--- config.mk ---
export PLATFORM = sky130hd
export DESIGN_NAME = regfile_wb_arbiter
export DESIGN_NICKNAME = d
export VERILOG_FILES = /design/src/rtl/regfile_wb_arbiter.sv
export SDC_FILE = /design/constraint.sdc
export NUM_CORES = 1
export LEC_CHECK = 0
export CORE_UTILIZATION = 43
export CTS_CLUSTER_DIAMETER = 40
export DETAILED_ROUTE_END_ITERATION = 12
export PLACE_DENSITY = 0.92
export SLEW_MARGIN = 20
export SYNTH_ARGS = -nofsm -noshare
export SYNTH_HDL_FRONTEND = slang
export SYNTH_SLANG_ARGS = --single-unit
export TNS_END_PERCENT = 50
--- constraint.sdc ---
create_clock -name clock -period 2.95 [get_ports clock]
set_input_delay 0.885 -clock clock [delete_from_list [all_inputs] [get_ports clock]]
set_output_delay 0.885 -clock clock [all_outputs]
set_load 0.05 [all_outputs]
--- src/rtl/regfile_wb_arbiter.sv ---
// -----------------------------------------------------------------------------
// regfile_wb_arbiter
//
// Writeback controller for the 32 x 32-bit register file. Shares the single
// register-file write port between the ALU and multiply/divide writeback
// paths using round-robin arbitration. Keeps a pending-write scoreboard so
// issue logic can stall reads of registers whose results are still in flight.
//
// Ports:
//   clock              rising-edge clock
//   ctrl_reset         asynchronous, active-low reset
//   alu_valid/ready    ALU writeback handshake; alu_reg/alu_data = dest/data
//   md_valid/ready     multdiv writeback handshake; md_reg/md_data = dest/data
//   rsv_valid/rsv_reg  issue stage reserves a destination register
//   rsv_ready          reservation accepted (combinational)
//   chk_regA/chk_regB  source registers read at issue
//   stall              a source register has a pending write (combinational)
//   ctrl_writeEnable   registered write strobe to the register file
//   ctrl_writeReg      registered write address
//   data_writeReg      registered write data
//   busy               scoreboard; bit r set = register r has a pending write
// -----------------------------------------------------------------------------
module regfile_wb_arbiter #(
   parameter int DATA_WIDTH     = 32,
   parameter int REG_ADDR_WIDTH = 5
) (
   input  logic                            clock,
   input  logic                            ctrl_reset,
   input  logic                            alu_valid,
   output logic                            alu_ready,
   input  logic [REG_ADDR_WIDTH-1:0]       alu_reg,
   input  logic [DATA_WIDTH-1:0]           alu_data,
   input  logic                            md_valid,
   output logic                            md_ready,
   input  logic [REG_ADDR_WIDTH-1:0]       md_reg,
   input  logic [DATA_WIDTH-1:0]           md_data,
   input  logic                            rsv_valid,
   input  logic [REG_ADDR_WIDTH-1:0]       rsv_reg,
   output logic                            rsv_ready,
   input  logic [REG_ADDR_WIDTH-1:0]       chk_regA,
   input  logic [REG_ADDR_WIDTH-1:0]       chk_regB,
   output logic                            stall,
   output logic                            ctrl_writeEnable,
   output logic [REG_ADDR_WIDTH-1:0]       ctrl_writeReg,
   output logic [DATA_WIDTH-1:0]           data_writeReg,
   output logic [(2**REG_ADDR_WIDTH)-1:0]  busy
);

   localparam int NUM_REGS = 2**REG_ADDR_WIDTH;

   // Round-robin pointer: 1 = ALU wins the next contested cycle.
   logic                      alu_pri_q;
   logic                      contest;
   logic                      wr_fire;
   logic [REG_ADDR_WIDTH-1:0] sel_reg;
   logic [DATA_WIDTH-1:0]     sel_data;
   logic [NUM_REGS-1:0]       busy_clr;
   logic [NUM_REGS-1:0]       busy_set;
   logic [NUM_REGS-1:0]       busy_nxt;

   function automatic logic [NUM_REGS-1:0] onehot(input logic [REG_ADDR_WIDTH-1:0] idx);
      logic [NUM_REGS-1:0] one;
      one = {{(NUM_REGS-1){1'b0}}, 1'b1};
      return one << idx;
   endfunction

   // ---- arbitration (combinational, no path through data inputs) ----
   always_comb begin
      contest   = alu_valid & md_valid;
      alu_ready = alu_valid & (~md_valid | alu_pri_q);
      md_ready  = md_valid  & (~alu_valid | ~alu_pri_q);
      wr_fire   = alu_ready | md_ready;
      sel_reg   = alu_ready ? alu_reg  : md_reg;
      sel_data  = alu_ready ? alu_data : md_data;
   end

   // ---- scoreboard lookup (combinational) ----
   always_comb begin
      // busy[0] is held at 0, but the explicit r0 term keeps rsv_ready
      // independent of that invariant.
      rsv_ready = ~busy[rsv_reg] | (rsv_reg == '0);
      stall     = ((chk_regA != '0) & busy[chk_regA]) |
                  ((chk_regB != '0) & busy[chk_regB]);
   end

   always_comb begin
      busy_clr = ctrl_writeEnable ? onehot(ctrl_writeReg) : '0;
      busy_set = (rsv_valid & rsv_ready & (rsv_reg != '0)) ? onehot(rsv_reg) : '0;
      // A reservation of a retiring register is refused by rsv_ready, so
      // set and clear never collide on the same bit.
      busy_nxt    = (busy & ~busy_clr) | busy_set;
      busy_nxt[0] = 1'b0;
   end

   // ---- stage boundary: accept edge -> registered write port ----
   always_ff @(posedge clock or negedge ctrl_reset) begin
      if (!ctrl_reset) begin
         alu_pri_q        <= 1'b1;
         ctrl_writeEnable <= 1'b0;
         ctrl_writeReg    <= '0;
         data_writeReg    <= '0;
         busy             <= '0;
      end else begin
         // Pointer moves only on contested cycles: the loser is favoured next.
         if (contest)
            alu_pri_q <= ~alu_pri_q;
         // Writes to r0 are consumed but never strobed into the register file.
         ctrl_writeEnable <= wr_fire & (sel_reg != '0);
         if (wr_fire) begin
            ctrl_writeReg <= sel_reg;
            data_writeReg <= sel_data;
         end
         busy <= busy_nxt;
      end
   end

endmodule

==> impl_metrics.env, run 1 <==
export IMPL_status="finished with violations"
export IMPL_violations="negative setup slack"
export IMPL_cts_tree="yes"
export IMPL_skew_ns=0.0111
export IMPL_r2r_cells=7
export IMPL_synth_top_area_cell="dfrtp_1"
export IMPL_clockRootBuffer="clkbuf_8"
export IMPL_cp_required_ns=2.07
export IMPL_clock_latency_ns=0.35
export IMPL_cts_htree_levels=3
export IMPL_syn_inst=414
export IMPL_routed_wl_um=13600
export IMPL_place_area_sq_um=5800
export IMPL_numCtsBuffers=9
export IMPL_synth_top_area_share=0.449
export IMPL_grt_pass1_vias=4243
export IMPL_hold_class="reg2reg"
export IMPL_layout_min_cycle_time_ns=3.19
export IMPL_synth_seq_cells=70
export IMPL_drv_slew=0
export IMPL_drt_iter0_drc=331
export IMPL_synth_edf_count=0
export IMPL_swShare=0.492
export IMPL_clk_path_buf_depth=2
export IMPL_clock_sinks=70
export IMPL_wl_per_cell_um=19.1
export IMPL_nNetsFinal=695
export IMPL_seqPwrFrac=0.309
export IMPL_routabilityCongestion=0.902
export IMPL_criticalPathCategory="in2out"
export IMPL_antenna_found_initial=0
export IMPL_drive_gt1_frac=0.165
export IMPL_yosysWarnings=0
export IMPL_drtAntennaViolNets=0
export IMPL_grt_max_degree=44
export IMPL_ios=168
export IMPL_synth_nets=508
export IMPL_grt_overflow_total=0
export IMPL_setup_viol=2
export IMPL_post_synth_top_count_cell="nor2_1"
export IMPL_arrival_ns=2.31
export IMPL_power_density_nw_per_um2=940
export IMPL_die_area_sq_um=9320
export IMPL_vias=4262
export IMPL_io_buffers=166
export IMPL_die_h_um=96.5
export IMPL_grt_setup_unrepaired="yes"
export IMPL_crit_path_max_fanout=2
export IMPL_startpoint_type="input pin"
export IMPL_start_util=0.443
export IMPL_ys_seq_area_frac=0.456
export IMPL_power_leakage_nw=2.44
export IMPL_r2r_setup_slack_ns=1.23
export IMPL_viasPerCell=5.97
export IMPL_postLayoutCellArea_sq_um=6130
export IMPL_worstSetupEndpointType="output pin"
export IMPL_synth_async_sr_flop_share=1.00
export IMPL_fmax_mhz=313
export IMPL_syn_area_per_cell_sq_um=9.28
export IMPL_syn_cell_area_sq_um=3840
export IMPL_p_int_mw=2.93
export IMPL_fp_dieW_um=96.5
export IMPL_dr_pass1_iters=5
export IMPL_grtUsageTotal=0.299
export IMPL_slew_headroom=0.489
export IMPL_p_sw_mw=2.84
export IMPL_synthDistinctLibCells=45
export IMPL_area_growth_pct=59.4
export IMPL_dpl_hpwl_um=10300
export IMPL_synthTopCellsByArea="dfrtp_1 45%, nor2_1 7.4%, o21ai_0 6.8%"
export IMPL_pwr_share_comb=0.558
export IMPL_fin_crit_sh=1.08
export IMPL_post_place_ws_ns=-0.766
export IMPL_setup_tns_ns=-0.414
export IMPL_hold_viol=0
export IMPL_rows=34
export IMPL_maxCapViolations=0
export IMPL_setup_ws_ns=-0.243
export IMPL_power_frac_clock=0.133
export IMPL_tightest_slew_ns=0.767
export IMPL_cts_clk_slew_worst_paths_ns=0.07
export IMPL_core_area_sq_um=8680
export IMPL_power_mw=5.76
export IMPL_synth_common_cells="76 x nor2_1, 69 x dfrtp_1, 52 x o21ai_0"
export IMPL_grt_pass1_wl_um=20700
export IMPL_hold_depth=1
export IMPL_drc=0
export IMPL_ir_worst_vdd_mv=0.415
export IMPL_diodes=0
export IMPL_ys_flop_type="dfrtp_1"
-- what timing repair did --
item	in CTS	in global routing
setup buffers	2	0
endpoints found under the setup margin	2	2
gates resized for setup	67	6
hold buffers	0	0
pin swaps	9	2
-- worst paths after layout --
kind / startpoint / to
setup / recovery: chk_regA[0] / stall
max in group asynchronous: ctrl_reset / ctrl_writeReg[0]$_DFFE_PN0P_
hold reg to reg: alu_pri_q$_DFFE_PN1P_ / alu_pri_q$_DFFE_PN1P_
hold / removal: alu_pri_q$_DFFE_PN1P_ / alu_pri_q$_DFFE_PN1P_
min in group asynchronous: ctrl_reset / data_writeReg[26]$_DFFE_PN0P_
setup reg to reg: busy[13]$_DFF_PN0_ / busy[11]$_DFF_PN0_
-- final cells by class --
cell class | instances | area [sq um]
Fill cell | 655 | 2550
Multi-Input combinational cell | 316 | 2080
Timing Repair Buffer | 199 | 1940
Sequential cell | 70 | 1750
Clock buffer | 10 | 138
Tap cell | 108 | 135
Clock inverter | 6 | 61.3
Inverter | 5 | 18.8
-- logic make-up (layout without fill, tap and decap cells) --
| group | count (synthesis) | after routing | synth area share |
|---|---|---|---|
| simple gates | 158 | 158 | 0.189 |
| compound gates | 125 | 125 | 0.191 |
| flops | 70 | 70 | 0.456 |
| mux | 31 | 31 | 0.128 |
| buf+inv | 28 | 220 | 0.0329 |
| other cells | 1 | 1 | 0.000976 |
| xor+xnor | 1 | 1 | 0.00228 |
-- critical path, stage by stage --
cell	delay, ns
buf_8	0.08
buf_6	0.09
mux4_2	0.51
nor3b_2	0.19
nor3_1	0.07
o21ai_1	0.14
nand4_1	0.16
buf_6	0.19
-- flip-flops by register name (all words and copies together) (netlist names) --
name	flops
ctrl_writeReg	5
ctrl_writeEnable	1
alu_pri_q	1
busy	31
data_writeReg	32
-- routing by layer --
layer | track usage | vias to the layer above | share of wire
met3 | 0.0931 | 37 | 0.10
met1 | 0.348 | 2061 | 0.38
met2 | 0.500 | 268 | 0.49
li1 | - | 1896 | -
met4 | 0.143 | 0 | 0.029
met5 | 0 | - | 0
-- power by group through the flow --
stage	Combinational [mW]	Clock (mW)	Sequential, mW
after floorplan	0.857	0	2.76
after global placement	3.05	0	1.74
after detailed placement	3.13	0	1.76
after CTS	3.20	0.789	1.75
after global routing	3.39	0.828	1.81
final	3.21	0.769	1.78
-- per-stage QoR --
step	hold WS, ns	utilization	cells
2_1_floorplan	0.473	-	414
3_3_place_gp	0.481	0.668	696
3_5_place_dp	0.488	0.668	696
4_1_cts	0.499	0.704	714
5_1_grt	0.509	0.706	714
6_report	0.497	0.706	714
-- cell usage in the layout (no fill, tap or decap), types with 9 or more instances in the layout --
| cell type | n |
|---|---|
| o22ai_1 | 33 |
| nand2_1 | 32 |
| dfrtp_1 | 69 |
| mux4_2 | 11 |
| nor2b_1 | 11 |
| nand3_1 | 9 |
| o21ai_1 | 12 |
| clkdlybuf4s50_1 | 148 |
| clkbuf_8 | 10 |
| buf_4 | 28 |
| mux2i_1 | 9 |
| nor2_1 | 76 |
| o21ai_0 | 51 |
Note: power is estimated with default switching activity, not from simulation.
==> run 2: changes to the inputs <==
--- a/config.mk
+++ b/config.mk
@@ -5,10 +5,10 @@
 export SDC_FILE = /design/constraint.sdc
 export NUM_CORES = 1
 export LEC_CHECK = 0
-export CORE_UTILIZATION = 43
+export CORE_UTILIZATION = 39
 export CTS_CLUSTER_DIAMETER = 40
 export DETAILED_ROUTE_END_ITERATION = 12
-export PLACE_DENSITY = 0.92
+export PLACE_DENSITY = 0.88
 export SLEW_MARGIN = 20
 export SYNTH_ARGS = -nofsm -noshare
 export SYNTH_HDL_FRONTEND = slang
==> constraint.sdc (replaced) <==
create_clock -name clock -period 2.7 [get_ports clock]
set_input_delay 0.81 -clock clock [delete_from_list [all_inputs] [get_ports clock]]
set_output_delay 0.81 -clock clock [all_outputs]
set_load 0.05 [all_outputs]
==> run 2 against run 1 <==
  * The run still ends with negative setup slack left
  * Setup slack lost 0.012 ns
  * Combinational power increased by 10%
  * Clock-buffer cell count is the same
  * Critical endpoint unchanged
  * Utilization is 4.3 points lower
  * Sequential power up 8%
  * Clock skew decreased by 0.0010 ns
  * Via count shrank 0.84%
  * Power rose by 7.6%
  * Critical path depth shrank 1
  * First-iteration DRC count is 15% lower
==> impl_metrics.env, run 2 (synthesized netlist as in run 1, its figures left out) <==
export IMPL_status="finished with violations"
export IMPL_violations="negative setup slack"
export IMPL_setup_tns_ns=-0.508
export IMPL_layout_commonest_cell="clkdlybuf4s50_1"
export IMPL_slowest_stage="mux4_2"
export IMPL_hold_viol=0
export IMPL_clock_sinks=70
export IMPL_dp_cells=727
export IMPL_viasPerCell=5.67
export IMPL_fmax_mhz=338
export IMPL_area_growth_pct=61.6
export IMPL_top_regs="data_writeReg (32), busy (31), ctrl_writeReg (5)"
export IMPL_fp_dieW_um=101
export IMPL_layout_min_cycle_time_ns=2.95
export IMPL_grt_setup_unrepaired="yes"
export IMPL_routabilityCongestion=0.967
export IMPL_io_buffers=166
export IMPL_pwr_share_comb=0.571
export IMPL_numCtsBuffers=9
export IMPL_cp_common_cell="buf_6"
export IMPL_drc=0
export IMPL_drv_slew=0
export IMPL_power_frac_clock=0.117
export IMPL_arrival_ns=2.14
export IMPL_power_leakage_nw=2.49
export IMPL_fin_cells=745
export IMPL_cts_htree_levels=3
export IMPL_rows=35
export IMPL_wl_per_cell_um=18.5
export IMPL_fin_crit_sh=1.09
export IMPL_ios=168
export IMPL_cp_cell_sequence="buf_8 > buf_6 > mux4_2 > mux2_4 > nand3_2 > nand4_1 > buf_6"
export IMPL_grt_pass1_vias=4352
export IMPL_power_density_nw_per_um2=998
export IMPL_skew_ns=0.0101
export IMPL_die_area_sq_um=10300
export IMPL_regMostFlops="data_writeReg"
export IMPL_diodes=0
export IMPL_tightest_slew_ns=0.593
export IMPL_p_sw_mw=3.07
export IMPL_cts_clk_slew_worst_paths_ns=0.07
export IMPL_dpl_hpwl_um=10500
export IMPL_start_util=0.410
export IMPL_routed_wl_um=13800
export IMPL_layout_common_cells="148 x clkdlybuf4s50_1, 76 x nor2_1, 69 x dfrtp_1, 50 x o21ai_0, 37 x buf_4"
export IMPL_drtAntennaViolNets=0
export IMPL_ir_worst_vdd_mv=0.443
export IMPL_die_h_um=101
export IMPL_hold_ws_ns=0.439
export IMPL_startpoint_type="input pin"
export IMPL_grtUsageTotal=0.282
export IMPL_clk_path_buf_depth=2
export IMPL_cts_hold_buf=0
export IMPL_core_area_sq_um=9370
export IMPL_criticalPathCategory="in2out"
export IMPL_fin_util=0.663
export IMPL_vias=4226
export IMPL_dr_pass1_iters=5
export IMPL_seqPwrFrac=0.312
export IMPL_grt_max_degree=50
export IMPL_drt_iter0_drc=280
export IMPL_hold_class="in2async"
export IMPL_p_int_mw=3.13
export IMPL_setup_ws_ns=-0.254
export IMPL_antenna_found_initial=0
export IMPL_worstSetupEndpointType="output pin"
export IMPL_setup_viol=2
export IMPL_clockRootBuffer="clkbuf_8"
export IMPL_cts_tree="yes"
export IMPL_grt_pass1_wl_um=22000
export IMPL_slew_headroom=0.605
export IMPL_largest_reg_flops=32
export IMPL_drive_gt1_frac=0.179
export IMPL_clock_latency_ns=0.34
export IMPL_cp_required_ns=1.89
export IMPL_nNetsFinal=707
export IMPL_swShare=0.496
export IMPL_power_mw=6.20
export IMPL_max_stage_delay_ns=0.49
export IMPL_maxCapViolations=0
export IMPL_grt_overflow_total=0
export IMPL_crit_path_max_fanout=4
## run 2: cell count changes in the layout (fill, tap and decap cells not counted), sizes merged
cell	delta
buf	+12
clkinvlp	+1
clkinv	-2
bufinv	-1
## run 2: power groups by stage
stage,clock network [mW],registers (mW),logic (mW)
after floorplan,0,3.01,0.937
after global placement,0,1.91,3.38
after detailed placement,0,1.93,3.44
after CTS,0.739,1.92,3.51
after global routing,0.779,1.99,3.72
final,0.728,1.93,3.54
## run 2: critical path, delay by kind of cell
family                 cells  cell delay, ns
muxes                      2            0.76
buffers and inverters      3            0.37
and+or+nand+nor            2            0.19
## run 2: final cells by class
type	count	area, sq um
multi-input combinational	316	2070
timing repair buffer	211	2050
clock buffer	10	138
inverter	5	18.8
tap	129	161
fill	755	3160
sequential	70	1750
clock inverter	4	25.0
## run 2: per-stage QoR
stage	instance area, sq um	setup WS (ns)
final	6210	-0.254
after global routing	6210	-0.303
after CTS	6170	-0.254
after detailed placement	5900	-0.847
after global placement	5900	-0.822
after floorplan	3880	-0.313
## run 2: path summary, 6_finish.rpt
check	depth (start not counted)	slack (ns)	to	start
worst max register to register	4	0.95	busy[28]$_DFF_PN0_	busy[31]$_DFF_PN0_
worst max-delay path	7	-0.25	stall	chk_regA[0]
worst min register to register	1	0.51	alu_pri_q$_DFFE_PN1P_	alu_pri_q$_DFFE_PN1P_
worst min-delay path	1	0.44	data_writeReg[28]$_DFFE_PN0P_	ctrl_reset
min in group clock	1	0.51	alu_pri_q$_DFFE_PN1P_	alu_pri_q$_DFFE_PN1P_
max in group asynchronous	2	1.58	alu_pri_q$_DFFE_PN1P_	ctrl_reset
## run 2: repair_timing
item / in CTS / in global routing
cloned: 0 / 0
gates resized for setup: 68 / 8
pin swaps: 8 / 2
endpoints found under the setup margin: 2 / 2
buffers inserted: 3 / 1
## run 2: metal layers
metal  vias to the layer above  part of all wire  global-route usage
li1                       1911                 -                   -
met1                      2066              0.39               0.342
met2                       227              0.49               0.488
met3                        22             0.097              0.0718
met4                         0             0.018               0.103
met5                         -                 0                   0
